$ cat config.mk
export PLATFORM = sky130hd
export DESIGN_NAME = framebuf_arbiter
export DESIGN_NICKNAME = d
export VERILOG_FILES = /design/src/rtl/framebuf_pkg.sv /design/src/rtl/framebuf_arbiter_rd_lat_pipe.sv /design/src/rtl/framebuf_arbiter.sv
export SDC_FILE = /design/constraint.sdc
export NUM_CORES = 1
export LEC_CHECK = 0
export ABC_AREA = 1
export CAP_MARGIN = 0
export CORE_MARGIN = 2
export CORE_UTILIZATION = 37
export CTS_CLUSTER_SIZE = 14
export DETAILED_ROUTE_END_ITERATION = 10
export GPL_ROUTABILITY_DRIVEN = 0
export PLACE_DENSITY_LB_ADDON = 0.05
export SLEW_MARGIN = 20
export SYNTH_ARGS = -nofsm -noshare
export SYNTH_HDL_FRONTEND = slang
export SYNTH_SLANG_ARGS = --single-unit
$ cat constraint.sdc
create_clock -name clk_low -period 1.7 [get_ports clk_low]
set_input_delay 0.34 -clock clk_low [delete_from_list [all_inputs] [get_ports clk_low]]
set_output_delay 0.34 -clock clk_low [all_outputs]
set_load 0.005 [all_outputs]
$ cat src/rtl/framebuf_pkg.sv
// rtl/framebuf_pkg.sv - shared state/grant types and default parameters for framebuf_arbiter
package framebuf_pkg;

    typedef enum logic [1:0] {
        ST_IDLE     = 2'd0,
        ST_RD_BURST = 2'd1,
        ST_WR_BURST = 2'd2
    } state_e;

    typedef enum logic {
        GNT_RD = 1'b0,
        GNT_WR = 1'b1
    } grant_e;

    localparam int DEF_ADDR_W     = 21;
    localparam int DEF_DATA_W     = 24;
    localparam int DEF_BURST_LEN  = 16;
    localparam int DEF_FB_WORDS   = 307200;
    localparam int DEF_RD_LAT     = 2;
    localparam int DEF_STARVE_MAX = 64;

endpackage

$ cat src/rtl/framebuf_arbiter_rd_lat_pipe.sv
// rtl/framebuf_arbiter_rd_lat_pipe.sv - read-strobe delay line that qualifies returning memory data
module rd_lat_pipe #(
    parameter int DEPTH  = 2,
    parameter int DATA_W = 24
) (
    input  logic              clk,
    input  logic              resetn,
    input  logic              in_valid,
    input  logic [DATA_W-1:0] in_data,
    output logic              out_valid,
    output logic [DATA_W-1:0] out_data
);

    logic [DEPTH-1:0] vld_q;
    logic [DEPTH-1:0] vld_d;

    always_comb begin
        vld_d = (vld_q << 1) | DEPTH'(in_valid);
    end

    always_ff @(posedge clk) begin
        if (!resetn) begin
            vld_q <= '0;
        end else begin
            vld_q <= vld_d;
        end
    end

    // Memory returns the word itself after the latency; only the qualifier is delayed.
    assign out_valid = vld_q[DEPTH-1];
    assign out_data  = out_valid ? in_data : '0;

endmodule

$ cat src/rtl/framebuf_arbiter.sv
// rtl/framebuf_arbiter.sv - burst arbiter between HDMI reader and camera writer on one frame-buffer port
module framebuf_arbiter
    import framebuf_pkg::*;
#(
    parameter int ADDR_W     = DEF_ADDR_W,
    parameter int DATA_W     = DEF_DATA_W,
    parameter int BURST_LEN  = DEF_BURST_LEN,
    parameter int FB_WORDS   = DEF_FB_WORDS,
    parameter int RD_LAT     = DEF_RD_LAT,
    parameter int STARVE_MAX = DEF_STARVE_MAX
) (
    input  logic              clk_low,
    input  logic              reset,
    input  logic              rd_req,
    input  logic [ADDR_W-1:0] rd_addr,
    input  logic              rd_urgent,
    output logic              rd_ack,
    output logic [DATA_W-1:0] rd_data,
    output logic              rd_valid,
    input  logic              wr_req,
    input  logic [ADDR_W-1:0] wr_addr,
    input  logic [DATA_W-1:0] wr_data,
    output logic              wr_pop,
    output logic              wr_ack,
    output logic              mem_en,
    output logic              mem_we,
    output logic [ADDR_W-1:0] mem_addr,
    output logic [DATA_W-1:0] mem_wdata,
    input  logic [DATA_W-1:0] mem_rdata
);

    localparam int BEAT_W   = (BURST_LEN > 1) ? $clog2(BURST_LEN) : 1;
    localparam int STARVE_W = $clog2(STARVE_MAX + 1);
    localparam logic [BEAT_W-1:0]   LAST_BEAT  = BEAT_W'(BURST_LEN - 1);
    localparam logic [ADDR_W-1:0]   LAST_ADDR  = ADDR_W'(FB_WORDS - 1);
    localparam logic [STARVE_W-1:0] STARVE_LIM = STARVE_W'(STARVE_MAX);

    state_e              state_q, state_d;
    grant_e              last_q, last_d, grant;
    logic [ADDR_W-1:0]   addr_q, addr_d;
    logic [BEAT_W-1:0]   beat_q, beat_d;
    logic [STARVE_W-1:0] starve_q, starve_d;
    logic                in_rd, in_wr, last_beat;

    always_comb begin
        state_d  = state_q;
        last_d   = last_q;
        addr_d   = addr_q;
        beat_d   = beat_q;
        starve_d = starve_q;
        grant    = GNT_RD;

        if (wr_req && state_q != ST_WR_BURST && starve_q != STARVE_LIM) begin
            starve_d = starve_q + STARVE_W'(1);
        end

        case (state_q)
            ST_IDLE: begin
                if (rd_req || wr_req) begin
                    if (rd_req && wr_req) begin
                        // Starvation guard beats urgency; otherwise alternate on ties.
                        if (starve_q == STARVE_LIM)       grant = GNT_WR;
                        else if (rd_urgent)               grant = GNT_RD;
                        else grant = (last_q == GNT_RD) ? GNT_WR : GNT_RD;
                    end else begin
                        grant = wr_req ? GNT_WR : GNT_RD;
                    end
                    last_d = grant;
                    beat_d = '0;
                    if (grant == GNT_WR) begin
                        state_d  = ST_WR_BURST;
                        addr_d   = wr_addr;
                        starve_d = '0;
                    end else begin
                        state_d  = ST_RD_BURST;
                        addr_d   = rd_addr;
                    end
                end
            end
            ST_RD_BURST, ST_WR_BURST: begin
                if (beat_q == LAST_BEAT) begin
                    state_d = ST_IDLE;
                end else begin
                    beat_d = beat_q + BEAT_W'(1);
                    addr_d = (addr_q == LAST_ADDR) ? '0 : addr_q + ADDR_W'(1);
                end
            end
            default: state_d = ST_IDLE;
        endcase
    end

    always_ff @(posedge clk_low) begin
        if (!reset) begin
            state_q  <= ST_IDLE;
            last_q   <= GNT_RD;
            addr_q   <= '0;
            beat_q   <= '0;
            starve_q <= '0;
        end else begin
            state_q  <= state_d;
            last_q   <= last_d;
            addr_q   <= addr_d;
            beat_q   <= beat_d;
            starve_q <= starve_d;
        end
    end

    assign in_rd     = (state_q == ST_RD_BURST);
    assign in_wr     = (state_q == ST_WR_BURST);
    assign last_beat = (beat_q == LAST_BEAT);

    assign mem_en    = in_rd | in_wr;
    assign mem_we    = in_wr;
    assign mem_addr  = mem_en ? addr_q : '0;
    assign mem_wdata = in_wr ? wr_data : '0;
    assign wr_pop    = in_wr;
    assign rd_ack    = in_rd & last_beat;
    assign wr_ack    = in_wr & last_beat;

    rd_lat_pipe #(
        .DEPTH  (RD_LAT),
        .DATA_W (DATA_W)
    ) u_rd_lat_pipe (
        .clk       (clk_low),
        .resetn    (reset),
        .in_valid  (in_rd),
        .in_data   (mem_rdata),
        .out_valid (rd_valid),
        .out_data  (rd_data)
    );

endmodule

==> flow_metrics.env, run 1 <==
export IMPL_status="complete, but fails checks"
export IMPL_violations="negative setup slack"
export IMPL_final_nets=929
export IMPL_final_cell_area_sq_mm=0.00665
export IMPL_synthToLayoutAreaGrowth_pct=105
export IMPL_period_share=1.14
export IMPL_slowest_delay_ns=0.36
export IMPL_syn_area_sq_mm=0.00323
export IMPL_cp_end_kind="primary output"
export IMPL_reg2regPathDepth=11
export IMPL_path_cells="inv_2, ha_4, buf_6, buf_6, buf_4, nand2_4, inv_2, buf_2"
export IMPL_cp_startpoint="state_q[0]$_SDFFE_PN0P_"
export IMPL_first_pass_iters=5
export IMPL_worstMarginPinSlew_ns=0.615
export IMPL_setup_ws_ns=-0.240
export IMPL_crit_arrival_ns=1.60
export IMPL_vdd_drop_max_v=0.000841
export IMPL_instances_no_fill=936
export IMPL_cts_root_buffer="clkbuf_8"
export IMPL_drtAntennaViolNets=0
export IMPL_initial_core_util=0.376
export IMPL_cts_sinks=37
export IMPL_dieArea_sq_mm=0.00951
export IMPL_ys_warn_count=0
export IMPL_required_ns=1.36
export IMPL_max_slew_margin=0.589
export IMPL_crit_fanout=5
export IMPL_path_clk_slew_ns=0.08
export IMPL_setup_viol=71
export IMPL_hold_viol=0
export IMPL_crit_family="buffers and inverters"
export IMPL_dpl_hpwl_mm=8.53
export IMPL_synth_seq_cells=37
export IMPL_core_area_sq_mm=0.00859
export IMPL_antennaDiodeCount=0
export IMPL_regToRegStartpoint="state_q[1]$_SDFFE_PN0P_"
export IMPL_grt_pass1_vias=4502
export IMPL_finalMaxSlewViolations=0
export IMPL_viasPerCell=4.93
export IMPL_slowest_stage="ha_4"
export IMPL_clock_latency_ns=0.31
export IMPL_r2r_slack_ns=-0.23
export IMPL_routedWlPerCell_um=14.9
export IMPL_drt_initial_drc_count=231
export IMPL_vias=4612
export IMPL_whs_path_depth=2
export IMPL_p_leak_nw=3.69
export IMPL_cts_buffers=5
export IMPL_min_delay_path_class="flip-flop to flip-flop"
export IMPL_cts_tree="done"
export IMPL_grt_antenna_before_repair=0
export IMPL_syn_nets=688
export IMPL_grt_first_pass_wirelength_mm=21.0
export IMPL_syn_inst=586
export IMPL_drive_gt1_frac=0.400
export IMPL_path_buf_inv=6
export IMPL_portBuffers=169
export IMPL_hold_slack_ns=0.414
export IMPL_dpl_cell_area_sq_mm=0.00529
export IMPL_place_inst=881
export IMPL_clock_path_buffers=2
export IMPL_power_density_mw_per_mm2=1290
export IMPL_ys_flop_type="dfxtp_1"
export IMPL_ios=170
export IMPL_rsz0062_at_grt="yes"
export IMPL_drc=0
export IMPL_seq_area_frac_synth=0.229
export IMPL_avgSynthCellArea_sq_um=5.52
export IMPL_max_cap_violations=0
export IMPL_yosys_cell_types_count=29
export IMPL_die_w_um=97.5
export IMPL_die_y_um=97.5
export IMPL_grt_max_degree=14
export IMPL_hp_start="u_rd_lat_pipe.vld_q[0]$_SDFF_PN0_"
export IMPL_r2r_end="beat_q[3]$_SDFFE_PN0P_"
export IMPL_grt_usage=0.268
export IMPL_fmax_mhz=515
export IMPL_htree_levels=2
export IMPL_dp_slack_ns=-0.219
export IMPL_critPathKind="flip-flop to primary output"
export IMPL_num_rows=34
export IMPL_crit_path_start_kind="flip-flop"
export IMPL_drt_wl_total_mm=13.9
export IMPL_setup_tns_ns=-9.44
export IMPL_hold_end="u_rd_lat_pipe.vld_q[1]$_SDFF_PN0_"
export IMPL_grt_overflow_total=0
export IMPL_finClkSkew_ns=0.00715
export IMPL_synth_edf_count=0
export IMPL_async_flop_share=0
export IMPL_period_needed_ns=1.94
export IMPL_hold_buffers=0
area by class of cell:
cell class                 instances  area (sq um)
clock buffer                       5          68.8
clock inverter                     3          46.3
fill                             629          1950
inverter                         139           534
multi-input combinational        384          2460
sequential                        37           747
tap                              108           135
timing repair buffer             259          2640
timing repair inverter             1          7.51
cells by family after synthesis:
kind of cell             after synthesis  share of synthesized area
AND/OR/NAND/NOR                      304                      0.408
buffers and inverters                165                      0.205
AO/OA/AOI/OAI                         65                      0.109
flip-flops                            37                      0.229
XOR/XNOR                               8                     0.0217
adder cells (fa/ha/maj)                7                     0.0271
metal layers:
layer,GRT usage,share of wire,vias to the layer above
met2,0.492,0.53,197
met4,0.0684,0.017,0
met1,0.309,0.38,2135
met5,0,0,-
met3,0.0655,0.075,29
li1,-,-,2251
state kept, by name (all words and copies together) (netlist names):
name,flops
addr_q,21
beat_q,4
last_q,1
starve_q,7
state_q,2
u_rd_lat_pipe.vld_q,2
placed cells by master (no fill, tap or decap), drive strengths merged, types with 3 or more instances in the layout:
| cell type | netlist | routed |
|---|---|---|
| clkbuf | 12 | 9 |
| o21a | 3 | 3 |
| dfxtp | 37 | 37 |
| nand3b | 14 | 14 |
| ha | 7 | 7 |
| clkdlybuf4s50 | 0 | 94 |
| nand4 | 8 | 8 |
| nor2 | 63 | 63 |
| xnor2 | 4 | 4 |
| buf | 14 | 136 |
| a21oi | 27 | 27 |
| o21ai | 32 | 32 |
| inv | 139 | 139 |
| nand3 | 51 | 51 |
| dlygate4sd2 | 0 | 22 |
| nand2 | 165 | 165 |
| xor2 | 4 | 4 |
| clkdlybuf4s15 | 0 | 3 |
metrics by stage:
step / power, W / util
floorplan: 0.00341 / -
global placement: 0.00491 / 0.616
detailed placement: 0.00498 / 0.616
CTS: 0.00789 / 0.725
global route: 0.00900 / 0.773
finish: 0.00854 / 0.773
synthesized netlist by cell type, types with 4 or more instances:
| library cell | n | area (sq um) |
|---|---|---|
| a21oi_1 | 24 | 120 |
| buf_2 | 7 | 35.0 |
| clkbuf_1 | 12 | 45.0 |
| dfxtp_1 | 37 | 741 |
| ha_1 | 7 | 87.6 |
| inv_1 | 135 | 507 |
| inv_2 | 4 | 15.0 |
| nand2_1 | 162 | 608 |
| nand3_1 | 48 | 240 |
| nand3b_1 | 14 | 105 |
| nand4_1 | 8 | 50.1 |
| nor2_1 | 57 | 214 |
| nor2_2 | 6 | 37.5 |
| o21ai_0 | 29 | 145 |
| xnor2_1 | 4 | 35.0 |
| xor2_1 | 4 | 35.0 |
tightest hold or removal path, cell delays in order (launching register included):
cell and delay, ns:
dfxtp_1 0.30, nand2_1 0.05, inv_1 0.03
worst max-delay path by stage:
| stage | endpoint | slack (ns) | depth (start not counted) |
|---|---|---|---|
| after floorplan | addr_q[6]$_SDFFE_PN0P_ | 0.004 | 11 |
| after global placement | mem_addr[5] | -0.20 | 6 |
| after detailed placement | mem_addr[5] | -0.22 | 6 |
| after CTS | mem_addr[17] | -0.22 | 8 |
| after global routing | beat_q[3]$_SDFFE_PN0P_ | -0.30 | 11 |
| final | mem_addr[0] | -0.24 | 8 |
what timing repair did:
action,in CTS,in global routing
endpoints found under the setup margin,99,90
buffers inserted,30,12
gates resized for setup,387,158
cloned,13,0
pin swaps,39,28
report_power, final:
group | switching, W | internal [W] | total [W]
Sequential | 0.000466 | 0.00117 | 0.00164
Clock | 0.000385 | 0.000440 | 0.000825
Combinational | 0.00298 | 0.00310 | 0.00608
Total | 0.00383 | 0.00471 | 0.00854
Note: power is estimated with default switching activity, not from simulation.
==> run 2, diff against run 1 <==
- CTS_CLUSTER_SIZE: 14 -> default
==> results of run 2 <==
The final DEF is identical to that of run 1; final timing and power are the same.
